### src/rtl/interval_capture_pkg.sv
// rtl/interval_capture_pkg.sv - shared FSM state type and counter width helper for interval_capture
package interval_capture_pkg;

    typedef enum logic [1:0] {
        IDLE  = 2'd0,
        ARMED = 2'd1,
        RUN   = 2'd2,
        HOLD  = 2'd3
    } state_t;

    // Width needed to hold the saturated value MAX_COUNT itself, not just MAX_COUNT-1.
    function automatic int calc_cnt_w(input int max_count);
        return $clog2(max_count + 1);
    endfunction

endpackage

### src/rtl/edge_rise_det.sv
// rtl/edge_rise_det.sv - rising-edge pulse detector, optional 2-flop synchronizer (INTERVAL_CAPTURE_SYNC_EN)
module edge_rise_det (
    input  logic clk,
    input  logic rst,
    input  logic x,
    output logic rise
);

    logic x_q;
    logic x_s;

`ifdef INTERVAL_CAPTURE_SYNC_EN
    logic sync_1, sync_2;

    // Synchronizer resets high so a line already high at reset is not seen as an edge.
    always_ff @(posedge clk) begin
        if (rst) begin
            sync_1 <= 1'b1;
            sync_2 <= 1'b1;
        end else begin
            sync_1 <= x;
            sync_2 <= sync_1;
        end
    end

    assign x_s = sync_2;
`else
    assign x_s = x;
`endif

    always_ff @(posedge clk) begin
        if (rst) begin
            x_q <= 1'b1;
        end else begin
            x_q <= x_s;
        end
    end

    assign rise = x_s & ~x_q;

endmodule

### src/rtl/interval_capture.sv
// rtl/interval_capture.sv - measures clk cycles between start_evt and stop_evt rising edges
// Optional input synchronizers enabled with INTERVAL_CAPTURE_SYNC_EN.
module interval_capture
    import interval_capture_pkg::*;
#(
    parameter int  MAX_COUNT = 100_000_000,
    localparam int CNT_W     = calc_cnt_w(MAX_COUNT)
) (
    input  logic             clk,
    input  logic             rst,
    input  logic             arm,
    input  logic             abort,
    input  logic             start_evt,
    input  logic             stop_evt,
    output logic             meas_valid,
    input  logic             meas_ready,
    output logic [CNT_W-1:0] meas_count,
    output logic             meas_ovf,
    output logic             busy
);

    state_t           state;
    logic [CNT_W-1:0] counter;
    logic             rise_start;
    logic             rise_stop;

    edge_rise_det u_start_det (
        .clk  (clk),
        .rst  (rst),
        .x    (start_evt),
        .rise (rise_start)
    );

    edge_rise_det u_stop_det (
        .clk  (clk),
        .rst  (rst),
        .x    (stop_evt),
        .rise (rise_stop)
    );

    assign busy = (state != IDLE);

    always_ff @(posedge clk) begin
        if (rst) begin
            state      <= IDLE;
            counter    <= '0;
            meas_valid <= 1'b0;
            meas_count <= '0;
            meas_ovf   <= 1'b0;
        end else if (abort) begin
            // Abort wins over events and the handshake; the last result stays readable.
            state      <= IDLE;
            counter    <= '0;
            meas_valid <= 1'b0;
        end else begin
            case (state)
                IDLE: begin
                    if (arm) begin
                        state <= ARMED;
                    end
                end
                ARMED: begin
                    if (rise_start) begin
                        state   <= RUN;
                        counter <= '0;
                    end
                end
                RUN: begin
                    if (rise_stop) begin
                        meas_count <= counter + CNT_W'(1);
                        meas_ovf   <= 1'b0;
                        meas_valid <= 1'b1;
                        state      <= HOLD;
                    end else if (counter == CNT_W'(MAX_COUNT - 1)) begin
                        meas_count <= CNT_W'(MAX_COUNT);
                        meas_ovf   <= 1'b1;
                        meas_valid <= 1'b1;
                        state      <= HOLD;
                    end else begin
                        counter <= counter + CNT_W'(1);
                    end
                end
                HOLD: begin
                    if (meas_valid && meas_ready) begin
                        meas_valid <= 1'b0;
                        state      <= arm ? ARMED : IDLE;
                    end
                end
                default: begin
                    state <= IDLE;
                end
            endcase
        end
    end

endmodule

### config.mk
export PLATFORM = sky130hd
export DESIGN_NAME = interval_capture
export DESIGN_NICKNAME = d
export VERILOG_FILES = /design/src/rtl/interval_capture_pkg.sv /design/src/rtl/edge_rise_det.sv /design/src/rtl/interval_capture.sv
export SDC_FILE = /design/constraint.sdc
export NUM_CORES = 1
export LEC_CHECK = 0
export CORE_MARGIN = 4
export CORE_UTILIZATION = 30
export CTS_BUF_LIST = sky130_fd_sc_hd__clkbuf_4 sky130_fd_sc_hd__clkbuf_8 sky130_fd_sc_hd__clkbuf_16
export DETAILED_ROUTE_END_ITERATION = 7
export PLACE_DENSITY = 0.46
export RECOVER_POWER = 25
export SYNTH_ARGS = -nofsm -noshare
export SYNTH_HDL_FRONTEND = slang
export SYNTH_SLANG_ARGS = --single-unit
### constraint.sdc
create_clock -name clk -period 4.9 [get_ports clk]
set_input_delay 0.98 -clock clk [delete_from_list [all_inputs] [get_ports clk]]
set_output_delay 0.98 -clock clk [all_outputs]
set_load 0.01 [all_outputs]
==> flow_summary.yaml <==
worst_setup_path:
  crit_arrival_ps: 3630
  cp_slowest_stage_delay_ps: 1010
  path_class: "flip-flop to flip-flop"
  critPathSlowestCell: "o31ai_4"
  required_ps: 5180
  setup.worst_path.end_class: "flip-flop"
  crit_chain: "ha_1, and4_1, nand2_2, o31ai_4, buf_4, o21a_1, a221o_1"
  critPathMaxFanout: 27
  critical_path_buf_inv_count: 1
  cp_top_family: "compound AO/OA/AOI/OAI gates"
  worstSetupStartpointType: "flip-flop"
placed_design:
  dp_hpwl_um: 6164
  gp_congestion: 0.8277
  dp.cells: 504
  port_buffers: 36
  placed_area_um2: 3556
floorplan:
  die-area_um2: 12220
  fp.coreArea_um2: 10280
  rows: 37
  initial_utilization_pct: 30.69
  ios: 37
  die_w_um: 110.5
  die_y_um: 110.5
grt:
  grt_pass1_vias: 2746
  grt_antenna_before_repair: 0
  grt_max_degree: 36
  grt_pass1_wl_um: 14540
  grt-ovfl-total: 0
  grt_usage_pct: 14.64
timing:
  maxSlewHeadroom_pct: -6.385
  slew_violations: 36
  setup_viol: 0
  skew_ps: 10.01
  fmax_ghz: 0.2989
  finalSetupTns_ps: 0
  fin_crit_sh_pct: 68.28
  rsz0062_at_grt: "no"
  period_needed_ps: 3346
  worst_slew_pin_slew_ps: 1596
  hold_violations: 0
final_layout:
  drive_gt1_share_pct: 8.115
  synthToLayoutAreaGrowth_pct: 17.69
  final_cells: 518
  nFillCells: 1082
  utilization_pct: 36.12
  insertedDiodeCount: 0
  final_area_um2: 3712
  nNetsFinal: 392
run_status:
  status: "complete, but fails checks"
  violations: "max-capacitance violations, max-slew violations"
power:
  p_total_mw: 0.9328
  p_per_area_nw_per_um2: 251.3
  vdd_drop_max_uv: 116.4
  leakage_nw: 1.194
clock_tree:
  clk_latency_ps: 340
  numCtsBuffers: 9
  cts_buffer_depth: 2
  cts_setup_buffers: 0
  cts.clk_slew.worst_paths_ps: 70
  cts_root_buf: "clkbuf_8"
  hold_buffers: 0
  cts_tree: "done"
  post_cts_resized: 0
  htreeDepth: 3
  numClockSinks: 60
synthesis:
  ys_warn_count: 0
  syn_nets: 370
  synth_compound_area_share_pct: 24.51
  synth_cells: 357
  synthXorXnorAreaFrac_pct: 6.664
  ys_ff_latch: 60
  synth-edff-count: 0
  synth_area_um2: 3154
  yosysSeqAreaShare_pct: 38.08
  synth_ff_type: "dfxtp_1"
  synthMuxAreaShare_pct: 0.6743
  async_flop_share_pct: 0
  synth_fa_ha_area_share_pct: 2.380
  synth-simple-area-share_pct: 21.46
  synth_top_family_by_area: "compound AO/OA/AOI/OAI gates"
  yosys.cell_types.count: 58
  syn_area_per_cell_um2: 8.836
flow_run:
  cap_violations: 1
routing:
  dr_total_vias: 2848
  dr.pass1.iters: 4
  route.detailed.drc: 0
  wl_per_cell_um: 17.09
  drt_iter0_markers: 214
  wirelength_um: 8855
  vias_per_cell: 5.498
  postRouteAntennaNets: 0
hold_path:
  hold_path.class: "flip-flop to flip-flop"
stage by stage:
step                hold slack, ps  setup WS, ps
floorplan                    466.5          2419
global placement             456.7          1568
detailed placement           454.5          1504
CTS                          475.7          1592
global route                 491.1          1318
finish                       467.6          1554
worst min-delay path: cells and delay by family, from the launching register on:
| kind | cells | cell delay [ps] |
|---|---|---|
| AOI/OAI and AO/OA | 2 | 120 |
| DFF | 1 | 310 |
Yosys cell counts, types with 3 or more instances:
master,count,area share [%]
a211oi_1,10,2.4
a21o_1,3,0.71
a21oi_1,30,4.8
a221o_1,6,1.9
a31oi_1,4,0.79
and3_1,6,1.2
and4_1,3,0.83
buf_2,6,0.95
buf_4,6,1.4
buf_6,3,1.1
clkbuf_1,13,1.5
dfxtp_1,60,38
ha_1,6,2.4
inv_1,8,0.95
nand2_1,22,2.6
nand2b_1,8,1.6
nand3_1,16,2.5
nand4_1,9,1.8
nor2_1,8,0.95
nor2b_1,3,0.60
nor3_1,11,1.7
nor4_1,8,1.6
nor4b_1,4,1.1
o2111ai_1,3,0.83
o21ai_0,14,2.2
o2bb2ai_1,4,1.1
o311ai_0,7,1.9
o31ai_1,8,1.9
o32ai_1,4,1.1
or2_2,4,0.79
or3_1,4,0.79
or4_1,3,0.71
xnor2_1,16,4.4
xor2_1,8,2.2
per-layer routing:
layer	global-route usage [%]	wire length (µm)	vias to the layer above
li1	-	-	1399
met2	21.80	3793	77
met5	0	0	-
met3	2.904	438	17
met4	6.568	204	0
met1	20.38	4419	1355
sequential cells by signal, summed over array words and instances, names as in the netlist:
name / cells
u_start_det.x_q: 1
counter: 27
meas_valid: 1
meas_count: 27
meas_ovf: 1
state: 2
u_stop_det.x_q: 1
cell usage in the layout, fill, tap and decap left out, types with 9 or more instances in the layout:
master,instances
nand2_1,22
dfxtp_1,60
nand3_1,16
a21oi_1,30
xnor2_1,16
a211oi_1,10
nand4_1,9
o21ai_0,14
clkdlybuf4s50_1,15
nor3_1,11
dlygate4sd3_1,21
clkbuf_8,10
power by group:
| group | internal, mW | switching [mW] |
|---|---|---|
| Sequential | 0.489 | 0.00132 |
| Clock | 0.195 | 0.199 |
| Combinational | 0.0165 | 0.0319 |
| Total | 0.701 | 0.232 |
area by class of cell:
type	count	area [µm²]	area share (%)
multi-input cells	259	1757	47.32
well taps	136	170.2	4.584
clock buffers	11	145.1	3.910
repair buffers	41	394.1	10.62
clock inverters	3	15.01	0.4044
inverters	8	30.03	0.8089
flip-flops and latches	60	1201	32.36
cell families (layout without fill, tap and decap cells):
family,Yosys count,count (layout)
simple gates,119,119
compound gates,108,108
flops,60,60
buf+inv,38,63
xor+xnor,24,24
fa+ha+maj,6,6
mux,2,2
worst paths after layout:
kind | startpoint | endpoint | slack (ps) | depth (start not counted)
setup reg to reg | counter[0] | counter[24] | 1550 | 7
setup / recovery | counter[0] | counter[24] | 1550 | 7
hold reg to reg | meas_count[2] | meas_count[2] | 470 | 2
hold / removal | meas_count[2] | meas_count[2] | 470 | 2
Power figures use the tool's default switching activity.
